File: config.mk
export PLATFORM = sky130hd
export DESIGN_NAME = alu_operand_stage
export DESIGN_NICKNAME = d
export VERILOG_FILES = /design/src/rtl/alu_operand_stage.sv
export SDC_FILE = /design/constraint.sdc
export NUM_CORES = 1
export LEC_CHECK = 0
export ABC_AREA = 1
export BUFFER_PORTS_ARGS = -buffer_cell sky130_fd_sc_hd__buf_4
export CAP_MARGIN = 20
export CELL_PAD_IN_SITES_DETAIL_PLACEMENT = 1
export CELL_PAD_IN_SITES_GLOBAL_PLACEMENT = 1
export CORE_ASPECT_RATIO = 0.9
export CORE_MARGIN = 2
export CORE_UTILIZATION = 36
export CTS_BUF_LIST = sky130_fd_sc_hd__clkbuf_16
export CTS_CLUSTER_SIZE = 10
export DETAILED_ROUTE_END_ITERATION = 10
export GPL_ROUTABILITY_DRIVEN = 0
export PLACE_DENSITY_LB_ADDON = 0.1
export SETUP_SLACK_MARGIN = 0.15
export SLEW_MARGIN = 0
export SYNTH_ARGS = -nofsm -noshare
export SYNTH_HDL_FRONTEND = slang
export SYNTH_SLANG_ARGS = --single-unit
File: constraint.sdc
create_clock -name clk -period 1.9 [get_ports clk]
set_input_delay 0.38 -clock clk [delete_from_list [all_inputs] [get_ports clk]]
set_output_delay 0.38 -clock clk [all_outputs]
set_load 0.02 [all_outputs]
File: src/rtl/alu_operand_stage.sv
// Purpose : A/B operand latches plus a small FSM that runs one ALU op per start.
// Latency : start sampled at edge N -> resultValid after edge N+2 (binary), N+3 (decimal SUM).
// Backpres: no stall input; opStart while busy is dropped, loads only land when idle.
//
// Ports:
//   clk, rst                      clock (rising edge), async active-high reset
//   aLoadZero, aLoadFromStackBus  A latch controls (zero wins), source stackBusInput
//   bLoadFromDataBus, bLoadFromAddressBusLow, bLoadInverted
//                                 B latch controls (data bus wins), optional inversion
//   opStart, opSelect, carryIn, decimalEnable
//                                 operation request, captured when accepted
//   busy, resultValid, result, carryOut, overflowOut, halfCarryOut
//                                 registered status, result and flags
module alu_operand_stage #(
    parameter logic [7:0] defaultValue   = 8'h00,
    parameter bit         ENABLE_DECIMAL = 1'b1
) (
    input  logic       clk,
    input  logic       rst,
    input  logic       aLoadFromStackBus,
    input  logic       aLoadZero,
    input  logic [7:0] stackBusInput,
    input  logic       bLoadFromDataBus,
    input  logic       bLoadFromAddressBusLow,
    input  logic       bLoadInverted,
    input  logic [7:0] dataBusInput,
    input  logic [7:0] addressBusLowInput,
    input  logic       opStart,
    input  logic [2:0] opSelect,
    input  logic       carryIn,
    input  logic       decimalEnable,
    output logic       busy,
    output logic       resultValid,
    output logic [7:0] result,
    output logic       carryOut,
    output logic       overflowOut,
    output logic       halfCarryOut
);

    typedef enum logic [1:0] {
        IDLE    = 2'd0,
        COMPUTE = 2'd1,
        ADJUST  = 2'd2,
        DONE    = 2'd3
    } state_t;

    localparam logic [2:0] OP_SUM = 3'd0;
    localparam logic [2:0] OP_AND = 3'd1;
    localparam logic [2:0] OP_OR  = 3'd2;
    localparam logic [2:0] OP_XOR = 3'd3;
    localparam logic [2:0] OP_SHR = 3'd4;

    state_t     state;
    logic [7:0] aReg;
    logic [7:0] bReg;
    logic [2:0] opReg;
    logic       cinReg;
    logic       decReg;

    // B source mux ahead of the optional inversion
    logic [7:0] bSource;
    logic       bLoad;

    // Binary-stage results
    logic [8:0] sum9;
    logic [4:0] lowSum;
    logic [7:0] aluResult;
    logic       aluCarry;
    logic       aluOverflow;
    logic       aluHalf;
    logic       wantAdjust;

    // Decimal-adjust results, computed from the registered binary result
    logic [7:0] adjStep1;
    logic [7:0] adjResult;
    logic       adjCarry;

    always_comb begin
        bSource = bLoadFromDataBus ? dataBusInput : addressBusLowInput;
        bLoad   = bLoadFromDataBus | bLoadFromAddressBusLow;
    end

    always_comb begin
        sum9        = {1'b0, aReg} + {1'b0, bReg} + {8'b0, cinReg};
        lowSum      = {1'b0, aReg[3:0]} + {1'b0, bReg[3:0]} + {4'b0, cinReg};
        aluResult   = 8'h00;
        aluCarry    = 1'b0;
        aluOverflow = 1'b0;
        aluHalf     = 1'b0;
        case (opReg)
            OP_SUM: begin
                aluResult   = sum9[7:0];
                aluCarry    = sum9[8];
                aluHalf     = lowSum[4];
                // Signed overflow: like-signed operands producing an opposite-signed result
                aluOverflow = (aReg[7] == bReg[7]) && (sum9[7] != aReg[7]);
            end
            OP_AND: aluResult = aReg & bReg;
            OP_OR:  aluResult = aReg | bReg;
            OP_XOR: aluResult = aReg ^ bReg;
            OP_SHR: begin
                aluResult = {cinReg, aReg[7:1]};
                aluCarry  = aReg[0];
            end
            default: begin
                aluResult = 8'h00;
            end
        endcase
        wantAdjust = ENABLE_DECIMAL && (opReg == OP_SUM) && decReg;
    end

    always_comb begin
        // Low nibble first; the high-nibble test looks at the already corrected value
        adjStep1  = ((result[3:0] > 4'd9) || halfCarryOut) ? (result + 8'h06) : result;
        adjResult = adjStep1;
        adjCarry  = carryOut;
        if ((adjStep1[7:4] > 4'd9) || carryOut) begin
            adjResult = adjStep1 + 8'h60;
            adjCarry  = 1'b1;
        end
    end

    always_ff @(posedge clk or posedge rst) begin
        if (rst) begin
            state        <= IDLE;
            aReg         <= defaultValue;
            bReg         <= defaultValue;
            opReg        <= 3'd0;
            cinReg       <= 1'b0;
            decReg       <= 1'b0;
            busy         <= 1'b0;
            resultValid  <= 1'b0;
            result       <= 8'h00;
            carryOut     <= 1'b0;
            overflowOut  <= 1'b0;
            halfCarryOut <= 1'b0;
        end else begin
            resultValid <= 1'b0;
            case (state)
                IDLE: begin
                    if (aLoadZero) begin
                        aReg <= 8'h00;
                    end else if (aLoadFromStackBus) begin
                        aReg <= stackBusInput;
                    end
                    if (bLoad) begin
                        bReg <= bLoadInverted ? ~bSource : bSource;
                    end
                    // busy also covers the resultValid cycle, which is spent here
                    busy <= opStart;
                    if (opStart) begin
                        opReg  <= opSelect;
                        cinReg <= carryIn;
                        decReg <= decimalEnable;
                        state  <= COMPUTE;
                    end
                end
                COMPUTE: begin
                    result       <= aluResult;
                    carryOut     <= aluCarry;
                    overflowOut  <= aluOverflow;
                    halfCarryOut <= aluHalf;
                    state        <= wantAdjust ? ADJUST : DONE;
                end
                ADJUST: begin
                    result   <= adjResult;
                    carryOut <= adjCarry;
                    state    <= DONE;
                end
                DONE: begin
                    resultValid <= 1'b1;
                    state       <= IDLE;
                end
                default: begin
                    state <= IDLE;
                end
            endcase
        end
    end

endmodule

### Word level (Yosys, flattened, before mapping)

Cells that the tools add are included.

| operators by class | value |
|---|---|
| mux-type cells | 17 |
| add/sub/neg operators | 6 |
| order comparisons | 2 |
| reduce and logical (&&, ||, !) cells | 12 |
| eq/ne operators | 11 |
| bitwise gates (word level) | 5 |

Operators by type and width:

| cell | number |
|---|---|
| two-way mux 8 bit | 6 |
| one-hot mux 8 bit (5 select lines) | 1 |
| one-hot mux 8 bit (2 select lines) | 1 |
| adder 8 x 8 -> 9 bit | 1 |
| adder 9 x 1 -> 9 bit | 1 |
| adder 8 x 3 -> 8 bit, second input constant | 1 |
| adder 8 x 7 -> 8 bit, second input constant | 1 |
| AND 8 bit | 1 |
| greater-than comparator 4 bit, second input constant | 2 |
| inverter 8 bit | 1 |
| bitwise OR 8 bit | 1 |
| one-hot mux 2 bit (4 select lines) | 1 |
| AND reduction 2 bit | 4 |
| bitwise XOR 8 bit | 1 |
| equality test 3 x 2 -> 1 bit, second input constant | 2 |
| adder 4 x 4 -> 5 bit | 1 |
| adder 5 x 1 -> 5 bit | 1 |
| two-way mux 1 bit | 5 |
| equality test 2 bit, second input constant | 2 |
| != test 2 bit, second input constant | 2 |
| one-hot mux 1 bit (2 select lines) | 2 |
| nonzero test 2 bit | 2 |
| equality test 3 x 1 -> 1 bit, second input constant | 1 |
| equality test 3 bit, second input constant | 1 |
| 9 further kinds | 11 |

| storage, ports and cells | value |
|---|---|
| output and inout bits | 13 |
| register bits after elaboration | 36 |
| word-level logic and storage cells | 65 |
| bits of input ports | 37 |

### Longest topological paths before layout

| depth | value |
|---|---|
| word-level depth | 7 |
| mapped depth | 16 |
| depth with buffers taken out | 16 |

### Worst setup path after synthesis

No wires, ideal clock.

| timing | value |
|---|---|
| kind | register to register |
| start | register aReg[0] |
| end | register result[2] |
| cell stages (with the launch flop) | 12 |
| path buffers | 0 |
| slack | -0.052 ns |
| data required time | 1.771 ns |
| clock period less this slack | 1.952 ns |
| setup time | 0.129 ns |
| data arrival time | 1.823 ns |
| cells stage by stage | dfrtp_1 fa_1 inv_1 fa_1 inv_1 or2_2 nand3_1 o21ai_1 a21oi_1 nand3_1 a21oi_1 o21ai_1 |

| on the way | value |
|---|---|
| longest elaborated chain between the ends | 4 |

Ends and longest elaborated chain:

| item | line | RTL |
|---|---|---|
| start: declaration | 54 | `logic [7:0] aReg;` |
| start signal: assignment | 126 | `aReg <= defaultValue;` |
| start signal: assignment | 144 | `aReg <= stackBusInput;` |
| adder 8 x 8 -> 9 bit | 84 | `sum9 = {1'b0, aReg} + {1'b0, bReg} + {8'b0, cinReg};` |
| adder 9 x 1 -> 9 bit | 84 |  |
| one-hot mux 8 bit (5 select lines) | 90 | `case (opReg)` |
| one-hot mux 8 bit (2 select lines) | 139 | `case (state)` |
| end signal: assignment | 159 | `result <= aluResult;` |
| end signal: assignment | 166 | `result <= adjResult;` |
| end: declaration | 34 | `output logic [7:0] result,` |

No other way between the ends.
A chain may end at the register's enable or synchronous reset.

### Worst setup path in the final report

| timing | value |
|---|---|
| start | register cinReg |
| end | register result[2] |

| on the way | value |
|---|---|
| longest elaborated chain between the ends | 3 |

Ends and longest elaborated chain:

| item | line | RTL |
|---|---|---|
| start: declaration | 57 | `logic cinReg;` |
| start signal: assignment | 153 | `cinReg <= carryIn;` |
| adder 9 x 1 -> 9 bit | 84 |  |
| one-hot mux 8 bit (5 select lines) | 90 |  |
| one-hot mux 8 bit (2 select lines) | 139 |  |

No other way between the ends.

==> impl_metrics.env <==
export IMPL_place_detailed_hpwl_um=6170
export IMPL_synthFlopType="sky130_fd_sc_hd__dfrtp_1"
export IMPL_largest_fanout_on_the_critical_path=3
export IMPL_layout_setup_ws_ps=-85.2
export IMPL_switching_share_pct=47.1
export IMPL_final_global_route_overflow_total=0
export IMPL_grt_max_degree=37
export IMPL_fin_cells=510
export IMPL_design_core_area_mm2=0.00708
export IMPL_final_setup_violating_endpoints=2
export IMPL_placed_instance_area_mm2=0.00318
export IMPL_clock_tree_buffer_depth=2
export IMPL_switching_power_mw=2.54
export IMPL_cts_made_buffers=5
export IMPL_period_share_pct=104
export IMPL_antenna_diode_count=0
export IMPL_synthesis_yosys_warnings=0
export IMPL_share_comb_of_total_power_pct=60.2
export IMPL_synth_nets=415
export IMPL_synthDistinctLibCells=31
export IMPL_drtPass1Iterations=5
export IMPL_fin_setup_tns_ps=-97.7
export IMPL_via_per_inst=5.06
export IMPL_slew_headroom_pct=60.7
export IMPL_detailroute_via_count=2583
export IMPL_post_route_cells_drive_above_1_share_pct=28.5
export IMPL_io_buffers=49
export IMPL_setup_worst_path_end_class="flop"
export IMPL_chipWidth_um=94.1
export IMPL_dieArea_mm2=0.00800
export IMPL_synth_edf_count=0
export IMPL_number_of_clock_sinks=36
export IMPL_die_height_um=85.1
export IMPL_place_inst=501
export IMPL_effective_utilization_at_floorplan_pct=37.2
export IMPL_max_slew_violation_count=0
export IMPL_worst_pin_slew_ps=589
export IMPL_route_antenna_remaining_nets=0
export IMPL_finalHoldViolCount=0
export IMPL_dr_first_iter_drc_count=86
export IMPL_first_pass_grt_wire_length_um=13000
export IMPL_failed_checks="setup timing"
export IMPL_vdd_ir_drop_worst_v=0.000885
export IMPL_synth_cells=354
export IMPL_internal_power_mw=2.85
export IMPL_postSynth_asyncResetShare_pct=100
export IMPL_pwr_density_cell_mw_per_mm2=1560
export IMPL_clock_pin_slew_of_the_registers_on_the_worst_case_setup_and_hold_paths_ps=60
export IMPL_hold_path_class="input pin to async pin"
export IMPL_static_leakage_power_nw=1.73
export IMPL_clock_fmax_ghz=0.504
export IMPL_ys_ff_latch=36
export IMPL_cts_root_buf="sky130_fd_sc_hd__clkbuf_16"
export IMPL_required_ps=2060
export IMPL_wl_per_cell_um=15.0
export IMPL_cts_htree_levels=2
export IMPL_cts_tree="yes"
export IMPL_flow_area_growth_from_synthesis_pct=31.8
export IMPL_mostFrequentLayoutCell="sky130_fd_sc_hd__nand2_1"
export IMPL_synthesis_area_mm2=0.00263
export IMPL_num_rows=29
export IMPL_final_min_clock_period_ps=1990
export IMPL_postLayoutCellArea_mm2=0.00347
export IMPL_final_nets=478
export IMPL_final_setup_skew_ps=4.02
export IMPL_arrival_ps=2140
export IMPL_status="finished, violations left"
export IMPL_globalRouteTotalUtil_pct=20.6
export IMPL_via_count_of_the_first_global_routing_pass=2792
export IMPL_most_frequent_cells_in_the_layout="sky130_fd_sc_hd__nand2_1 (70), sky130_fd_sc_hd__buf_4 (60), sky130_fd_sc_hd__inv_1 (45)"
export IMPL_clock_power_share_pct=14.3
export IMPL_antenna_found_initial=0
export IMPL_rsz0062_at_grt="true"
export IMPL_maximum_capacitance_violations=0
export IMPL_io_pins=50
export IMPL_syn_area_per_cell_um2=7.43
export IMPL_critPathLaunchType="flop"
export IMPL_route_detailed_drc=0
export IMPL_synth_seq_area_share_pct=34.3
export IMPL_insertion_delay_ps=280
export IMPL_cts_hold_fix_buffers=0
export IMPL_power_sequential_fraction_pct=25.5
export IMPL_crit_path_category="flop to flop"
export IMPL_detail_route_wirelength_um=7660
-- synthesized netlist by cell type, types with 2 or more instances --
| cell type | instances | area [um2] |
|---|---|---|
| sky130_fd_sc_hd__nand2_1 | 76 | 285 |
| sky130_fd_sc_hd__inv_1 | 52 | 195 |
| sky130_fd_sc_hd__dfrtp_1 | 36 | 901 |
| sky130_fd_sc_hd__nor2_1 | 28 | 105 |
| sky130_fd_sc_hd__nand3_1 | 26 | 130 |
| sky130_fd_sc_hd__o21ai_0 | 26 | 130 |
| sky130_fd_sc_hd__ha_1 | 22 | 275 |
| sky130_fd_sc_hd__a21oi_1 | 17 | 85.1 |
| sky130_fd_sc_hd__xor2_1 | 10 | 87.6 |
| sky130_fd_sc_hd__o21ai_1 | 9 | 45.0 |
| sky130_fd_sc_hd__inv_2 | 8 | 30.0 |
| sky130_fd_sc_hd__mux2i_1 | 7 | 70.1 |
| sky130_fd_sc_hd__o22ai_1 | 7 | 43.8 |
| sky130_fd_sc_hd__nand2_2 | 4 | 25.0 |
| sky130_fd_sc_hd__nand2_4 | 3 | 33.8 |
| sky130_fd_sc_hd__nand4_1 | 3 | 18.8 |
| sky130_fd_sc_hd__a22oi_1 | 2 | 15.0 |
| sky130_fd_sc_hd__buf_2 | 2 | 10.0 |
| sky130_fd_sc_hd__clkbuf_1 | 2 | 7.51 |
| sky130_fd_sc_hd__fa_1 | 2 | 40.0 |
| sky130_fd_sc_hd__o221ai_1 | 2 | 17.5 |
-- worst max-delay path, cell delays in order (launching register included) --
cell                      delay (ps)
sky130_fd_sc_hd__dfrtp_1         410
sky130_fd_sc_hd__fa_2            410
sky130_fd_sc_hd__inv_2            70
sky130_fd_sc_hd__fa_2            190
sky130_fd_sc_hd__inv_2            40
sky130_fd_sc_hd__or2_4           220
sky130_fd_sc_hd__nand3_2          50
sky130_fd_sc_hd__o21ai_1          60
sky130_fd_sc_hd__a21oi_1         120
sky130_fd_sc_hd__nand3_1         100
sky130_fd_sc_hd__a21oi_2         120
sky130_fd_sc_hd__o21ai_1          60
-- per-stage QoR --
stage	power (mW)	hold WS, ps	worst slack (ps)	util (%)
after floorplan	3.29	478	16.6	-
after global placement	4.14	458	-36.1	44.9
after detailed placement	4.29	493	-99.3	44.9
after CTS	5.24	249	-71.6	47.8
after global routing	5.92	274	-161	49.0
final	5.40	227	-85.2	49.0
-- flip-flops by register name (all words and copies together) (netlist names) --
signal / count
aReg: 8
bReg: 8
result: 8
opReg: 3
state: 2
busy: 1
carryOut: 1
cinReg: 1
decReg: 1
halfCarryOut: 1
overflowOut: 1
resultValid: 1
-- layer usage --
metal / part of all wire [%] / vias to the layer above / global-route usage (%)
met5: 0 / - / 0
li1: - / 1270 / -
met1: 48 / 1265 / 27.1
met3: 2.5 / 7 / 3.55
met4: 0.68 / 0 / 4.08
met2: 49 / 41 / 35.6
-- repair_timing --
item | CTS | global route
gates resized for setup | 13 | 23
setup endpoints to repair | 9 | 17
setup buffers | 1 | 1
cloned | 0 | 0
pin swaps | 10 | 4
-- final timing paths --
check                                   start   endpoint  slack (ps)  cells past startpoint
worst max-delay path                   cinReg  result[2]         -90                     11
worst min-delay path                      rst    bReg[6]         230                      3
worst max register to register         cinReg  result[2]         -90                     11
worst min register to register           busy       busy         500                      2
max in group asynchronous                 rst  result[1]        1310                      3
min in group clk                decimalEnable     decReg         330                      2
-- area by class of cell --
| class | instances | area [um2] |
|---|---|---|
| fill | 899 | 3610 |
| multi-input combinational | 253 | 1640 |
| sequential | 36 | 902 |
| timing repair buffer | 60 | 450 |
| inverter | 61 | 229 |
| clock buffer | 5 | 125 |
| tap | 93 | 116 |
| clock inverter | 2 | 7.51 |
-- cell families (layout without fill, tap and decap cells) --
group / after synthesis / after routing / synth area share, %
adders and majority gates: 24 / 24 / 12.0
AOI/OAI and AO/OA: 69 / 69 / 14.7
DFF: 36 / 36 / 34.3
buffers and inverters: 65 / 128 / 9.38
xor gates and xnor gates: 10 / 10 / 3.33
and+or+nand+nor: 142 / 142 / 23.3
muxes: 8 / 8 / 3.09
-- power groups by stage --
stage               logic [mW]  registers, mW  clock network, mW
floorplan                 1.86           1.43                  0
global placement          2.78           1.36                  0
detailed placement        2.90           1.39                  0
CTS                       3.08           1.38              0.787
global route              3.68           1.42              0.822
finish                    3.25           1.38              0.773
Note: power is estimated with default switching activity, not from simulation.
